## config.mk

```make
export PLATFORM = sky130hd
export DESIGN_NAME = clk_period_monitor_mc
export DESIGN_NICKNAME = d
export VERILOG_FILES = /design/src/rtl/clk_period_monitor_mc.sv
export SDC_FILE = /design/constraint.sdc
export NUM_CORES = 1
export LEC_CHECK = 0
export BUFFER_PORTS_ARGS = -buffer_cell sky130_fd_sc_hd__buf_2
export CAP_MARGIN = 10
export CORE_MARGIN = 8
export CORE_UTILIZATION = 57
export DETAILED_ROUTE_END_ITERATION = 7
export HOLD_SLACK_MARGIN = 0.15
export PLACE_DENSITY = 0.82
export SLEW_MARGIN = 20
export SYNTH_ARGS = -nofsm -noshare
export SYNTH_HDL_FRONTEND = slang
export SYNTH_SLANG_ARGS = --single-unit
```

## constraint.sdc

```tcl
create_clock -name clk_ref -period 3.28 [get_ports clk_ref]
set_clock_uncertainty 0.15 [all_clocks]
set_input_delay 0.164 -clock clk_ref [delete_from_list [all_inputs] [get_ports clk_ref]]
set_output_delay 0.164 -clock clk_ref [all_outputs]
set_load 0.005 [all_outputs]
```

## src/rtl/clk_period_monitor_mc.sv

```systemverilog
// Multi-channel clock period / glitch monitor: measures edge-to-edge intervals of NCH async clocks in clk_ref cycles.
// Latency: clk_mon transition to internal edge 2-3 cycles; edge to period_vld/period_last/viol_cnt/fault 1 cycle.
// Backpressure: none; period_vld is a 1-cycle pulse, status outputs are sticky until clear or reset.
//
// Ports: clk_ref/rst_n (reference clock, async active-low reset); clk_mon, ch_en, clear (per channel);
// min_period/max_period (per-channel window, channel i at [i*CW +: CW]); fault, fault_any, fault_type,
// period_last, period_vld, viol_cnt (per-channel status, same packing).
module clk_period_monitor_mc #(
    parameter int NCH        = 4,
    parameter int CW         = 16,
    parameter int EDGE_MODE  = 0,
    parameter int VIOL_LIMIT = 2,
    parameter int VCW        = 8
) (
    input  logic              clk_ref,
    input  logic              rst_n,
    input  logic [NCH-1:0]    clk_mon,
    input  logic [NCH-1:0]    ch_en,
    input  logic [NCH*CW-1:0] min_period,
    input  logic [NCH*CW-1:0] max_period,
    input  logic [NCH-1:0]    clear,
    output logic [NCH-1:0]    fault,
    output logic              fault_any,
    output logic [2*NCH-1:0]  fault_type,
    output logic [NCH*CW-1:0] period_last,
    output logic [NCH-1:0]    period_vld,
    output logic [NCH*VCW-1:0] viol_cnt
);

    typedef enum logic [1:0] {S_IDLE, S_ARM, S_RUN, S_STALL} state_t;

    localparam logic [1:0] T_FAST  = 2'b01;
    localparam logic [1:0] T_SLOW  = 2'b10;
    localparam logic [1:0] T_STALL = 2'b11;
    localparam int         CSW     = 4;
    localparam logic [CSW-1:0] LIM = CSW'(VIOL_LIMIT);

    genvar g;
    generate
        for (g = 0; g < NCH; g++) begin : g_ch
            logic           s1, s2, hist;
            logic           edge_det;
            state_t         state_q, state_d;
            logic [CW-1:0]  cnt_q, cnt_d;
            logic [CW-1:0]  mn, mx;
            logic           viol, good, chk;
            logic [1:0]     vtype;
            logic [CSW-1:0] consec_q, consec_b, consec_n;
            logic           fault_q, fault_b, fault_n;
            logic [1:0]     type_q, type_b, type_n;
            logic [VCW-1:0] vc_q, vc_b, vc_n;
            logic [CW-1:0]  plast_q;
            logic           pvld_q;

            assign mn = min_period[g*CW +: CW];
            assign mx = max_period[g*CW +: CW];

            // Synchronizer and history flop run regardless of ch_en so the
            // edge detector is already settled when the channel is armed.
            always_ff @(posedge clk_ref or negedge rst_n) begin
                if (!rst_n) begin
                    s1   <= 1'b0;
                    s2   <= 1'b0;
                    hist <= 1'b0;
                end else begin
                    s1   <= clk_mon[g];
                    s2   <= s1;
                    hist <= s2;
                end
            end

            assign edge_det = (EDGE_MODE != 0) ? (s2 ^ hist) : (s2 & ~hist);

            // Channel FSM and interval counter. An edge takes priority over the
            // stall check, so an edge arriving exactly at cnt=max+1 is a slow
            // interval rather than a stall.
            always_comb begin
                state_d = state_q;
                cnt_d   = cnt_q;
                viol    = 1'b0;
                vtype   = 2'b00;
                good    = 1'b0;
                chk     = 1'b0;
                if (!ch_en[g]) begin
                    state_d = S_IDLE;
                    cnt_d   = '0;
                end else begin
                    if (edge_det)
                        cnt_d = CW'(1);
                    else if (cnt_q != '1)
                        cnt_d = cnt_q + 1'b1;
                    case (state_q)
                        S_IDLE: begin
                            state_d = S_ARM;
                            cnt_d   = '0;
                        end
                        S_ARM: begin
                            if (edge_det) begin
                                state_d = S_RUN;
                            end else if (cnt_q > mx) begin
                                state_d = S_STALL;
                                viol    = 1'b1;
                                vtype   = T_STALL;
                            end
                        end
                        S_RUN: begin
                            if (edge_det) begin
                                chk = 1'b1;
                                if (cnt_q > mx) begin
                                    viol  = 1'b1;
                                    vtype = T_SLOW;
                                end else if (cnt_q < mn) begin
                                    viol  = 1'b1;
                                    vtype = T_FAST;
                                end else begin
                                    good = 1'b1;
                                end
                            end else if (cnt_q > mx) begin
                                state_d = S_STALL;
                                viol    = 1'b1;
                                vtype   = T_STALL;
                            end
                        end
                        S_STALL: begin
                            if (edge_det)
                                state_d = S_RUN;
                        end
                        default: state_d = S_IDLE;
                    endcase
                end
            end

            // Clear is folded in before the violation update, so a clear and a
            // violation in the same cycle leave a count of exactly one.
            always_comb begin
                consec_b = clear[g] ? '0    : consec_q;
                fault_b  = clear[g] ? 1'b0  : fault_q;
                type_b   = clear[g] ? 2'b00 : type_q;
                vc_b     = clear[g] ? '0    : vc_q;
                consec_n = consec_b;
                fault_n  = fault_b;
                type_n   = type_b;
                vc_n     = vc_b;
                if (viol) begin
                    if (vc_b != '1)
                        vc_n = vc_b + 1'b1;
                    if (consec_b < LIM)
                        consec_n = consec_b + 1'b1;
                    if (consec_n == LIM) begin
                        fault_n = 1'b1;
                        if (!fault_b)
                            type_n = vtype;
                    end
                end else if (good) begin
                    consec_n = '0;
                end
            end

            always_ff @(posedge clk_ref or negedge rst_n) begin
                if (!rst_n) begin
                    state_q  <= S_IDLE;
                    cnt_q    <= '0;
                    consec_q <= '0;
                    fault_q  <= 1'b0;
                    type_q   <= 2'b00;
                    vc_q     <= '0;
                    plast_q  <= '0;
                    pvld_q   <= 1'b0;
                end else begin
                    state_q  <= state_d;
                    cnt_q    <= cnt_d;
                    consec_q <= consec_n;
                    fault_q  <= fault_n;
                    type_q   <= type_n;
                    vc_q     <= vc_n;
                    pvld_q   <= chk;
                    if (chk)
                        plast_q <= cnt_q;
                end
            end

            assign fault[g]                 = fault_q;
            assign fault_type[2*g +: 2]     = type_q;
            assign period_last[g*CW +: CW]  = plast_q;
            assign period_vld[g]            = pvld_q;
            assign viol_cnt[g*VCW +: VCW]   = vc_q;
        end
    endgenerate

    assign fault_any = |fault;

endmodule

```

==> impl_metrics.py <==
metrics = {
    "cts": {
        "cts_htree_levels": 1,
        "cts_made_buffers": 24,
        "insertion_delay_ns": 0.51,
        "clkTransAtPathRegs_ns": 0.06,
        "cts_tree": "yes",
        "cts_sinks": 212,
        "post_cts_buffers": 0,
        "cts_root_buf": "clkbuf_16",
        "clockBufferDepth": 3,
    },
    "sta": {
        "rsz0062_at_grt": "no",
        "tightest_slew_ns": 0.7130,
        "period_needed_ns": 3.098,
        "tns_ns": 0,
        "setup_viol": 0,
        "fmax_ghz": 0.3228,
        "slew_headroom_pct": 52.03,
        "finalHoldViolations": 0,
        "drv_slew": 0,
        "fin_ws_ns": 0.1817,
        "fin_crit_sh_pct": 94.46,
    },
    "synth": {
        "synth-edff-count": 0,
        "synth_warnings": 0,
        "yosysSeqAreaShare_pct": 39.89,
        "postSynth.asyncResetShare_pct": 100.0,
        "ys_seq_elements": 212,
        "synthesis.instances": 1411,
        "ys.flop_type": "dfrtp_1",
        "netlist_area_um2": 13300,
        "syn_nets": 1704,
        "syn_area_per_cell_um2": 9.424,
        "synth_cell_type_count": 75,
    },
    "detailed_routing": {
        "drcViolationCount": 0,
        "viasPerCell": 5.702,
        "wl_mm": 34.85,
        "dr.pass1.iters": 5,
        "drt_iter0_drc": 883,
        "wire_per_inst_um": 17.19,
        "postRouteAntennaNets": 0,
        "via_count": 11560,
    },
    "floorplan": {
        "core_um2": 23190,
        "num_rows": 56,
        "start_util_pct": 57.34,
        "dieHeight_um": 168.7,
        "die_w_um": 168.7,
        "die-area_um2": 28470,
        "ioPinCount": 255,
    },
    "cells_and_area": {
        "multi_input_area_um2": 7206,
        "fin_util_pct": 68.66,
        "final_common_cell": "buf_2",
        "antenna_cells": 0,
        "area_growth_pct": 19.75,
        "fillers": 1780,
        "design_area_um2": 15920,
        "drive_gt1_share_pct": 21.78,
        "final_cells": 2027,
        "mostFrequentLayoutCells": "buf_2, dfrtp_1, inv_1",
        "layout.nets": 1985,
        "register_area_um2": 5305,
    },
    "place": {
        "routabilityCongestion": 0.8747,
        "dp_hpwl_mm": 26.13,
        "portBuffers": 254,
        "dp.cells": 1966,
        "place_area_um2": 14940,
        "place_ws_ns": 0.2282,
    },
    "grt": {
        "grt_overflow": 0,
        "antenna_found_initial": 1,
        "grt_max_degree": 84,
        "grt_pass1_wl_mm": 57.64,
        "grt_use_total_pct": 24.02,
        "grt_pass1_vias": 11850,
    },
    "critical_path": {
        "arrival_ns": 3.34,
        "cp-end-kind": "flop",
        "cp_max_fo": 13,
        "critical_path_class": "flop to flop",
        "cp.required_ns": 3.52,
        "critPathLaunchType": "flop",
    },
    "power": {
        "vdd.ir_drop.worst_mv": 0.3536,
        "power_density_nw_per_um2": 370.4,
        "leakage_nw": 8.613,
    },
    "job": {
        "drv_cap": 0,
    },
    "status": {
        "status": "complete, no violations",
    },
    "hold_path": {
        "min_path_type": "primary input to flop",
    },
}
==> per-stage QoR <==
stage	hold slack, ns	power (mW)
final	0.1589	5.898
after global routing	0.1718	6.154
after CTS	0.1537	5.962
after detailed placement	-0.01727	3.252
after global placement	-0.01959	3.229
after floorplan	-0.2816	3.013
==> state kept, by name, indices dropped and copies added, names as in the netlist <==
name / cells
g_ch.hist: 4
g_ch.state_q: 8
g_ch.type_q: 8
g_ch.cnt_q: 64
g_ch.fault_q: 4
g_ch.s2: 4
g_ch.consec_q: 16
g_ch.pvld_q: 4
g_ch.s1: 4
g_ch.plast_q: 64
g_ch.vc_q: 32
==> repair_timing <==
action                    in CTS  in global routing
hold endpoints to repair     306                  1
resized for setup              0                  0
hold buffers                  18                  1
==> kinds of logic (layout without fill, tap and decap cells) <==
group | count (synthesis) | count (layout) | share of synthesized area (%)
DFF | 212 | 212 | 39.89
adders and majority gates | 151 | 151 | 14.21
buffers and inverters | 197 | 494 | 5.918
xor gates and xnor gates | 60 | 60 | 3.952
muxes | 63 | 63 | 5.297
AOI/OAI and AO/OA | 239 | 239 | 12.01
and+or+nand+nor | 489 | 489 | 18.72
==> synth_stat cells (all sizes together) (4+ instances only) <==
cell / count / area share [%]
a211oi: 8 / 0.49
a21o: 15 / 0.85
a21oi: 84 / 3.2
a311oi: 4 / 0.31
a31oi: 14 / 0.77
and2: 9 / 0.42
and3: 24 / 1.1
and4: 13 / 0.86
buf: 15 / 0.78
clkbuf: 19 / 0.54
dfrtp: 212 / 40
ha: 151 / 14
inv: 162 / 4.6
mux2: 53 / 4.5
mux2i: 10 / 0.75
nand2: 126 / 3.6
nand2b: 19 / 0.89
nand3: 53 / 2.0
nand3b: 5 / 0.28
nand4: 40 / 1.9
nor2: 100 / 2.8
nor2b: 38 / 1.8
nor3: 22 / 0.87
nor3b: 4 / 0.23
nor4: 13 / 0.71
nor4b: 7 / 0.46
o2111ai: 7 / 0.46
o211ai: 11 / 0.66
o21a: 7 / 0.40
o21ai: 39 / 1.5
o31a: 4 / 0.26
o31ai: 9 / 0.51
or3: 6 / 0.28
or4: 5 / 0.28
xnor2: 22 / 1.4
xor2: 38 / 2.5
==> power breakdown <==
part	internal, mW	total [mW]	switching, mW
clock network	1.61	2.67	1.06
logic	0.224	0.554	0.330
registers	2.65	2.68	0.0294
total	4.48	5.90	1.42
==> critical path: stages, from the launching register on <==
cell and delay [ns]:
dfrtp_1 0.46, ha_1 0.32, a21o_1 0.16, a21o_1 0.18, a221o_1 0.35, o31a_1 0.43, a31oi_4 0.42, nor3_1 0.16
mux2_1 0.35
==> cell type report <==
class / count / area share (%)
Multi-Input combinational cell: 1002 / 45.25
Sequential cell: 212 / 33.32
Timing Repair Buffer: 289 / 10.18
Clock buffer: 33 / 4.306
Inverter: 163 / 3.842
Tap cell: 319 / 2.506
Clock inverter: 9 / 0.5972
==> path summary, 6_finish.rpt <==
kind	slack (ns)	depth (start not counted)	endpoint	start
max reg2reg	0.18	8	g_ch[1].vc_q[1]	g_ch[1].cnt_q[13]
max	0.18	8	g_ch[1].vc_q[1]	g_ch[1].cnt_q[13]
min reg2reg	0.20	0	g_ch[0].s2	g_ch[0].s1
max in group asynchronous	1.90	4	g_ch[1].plast_q[2]	rst_n
min in group asynchronous	0.64	4	g_ch[3].plast_q[2]	rst_n
min	0.16	2	g_ch[1].s1	clk_mon[1]
==> routing by layer <==
metal	part of all wire [%]	global-route usage [%]	vias to the layer above
li1	-	-	5518
met1	41	29.39	5538
met2	48	40.88	416
met3	7.5	5.614	84
met4	2.9	8.540	2
met5	0.037	0	-
Note: power is estimated with default switching activity, not from simulation.
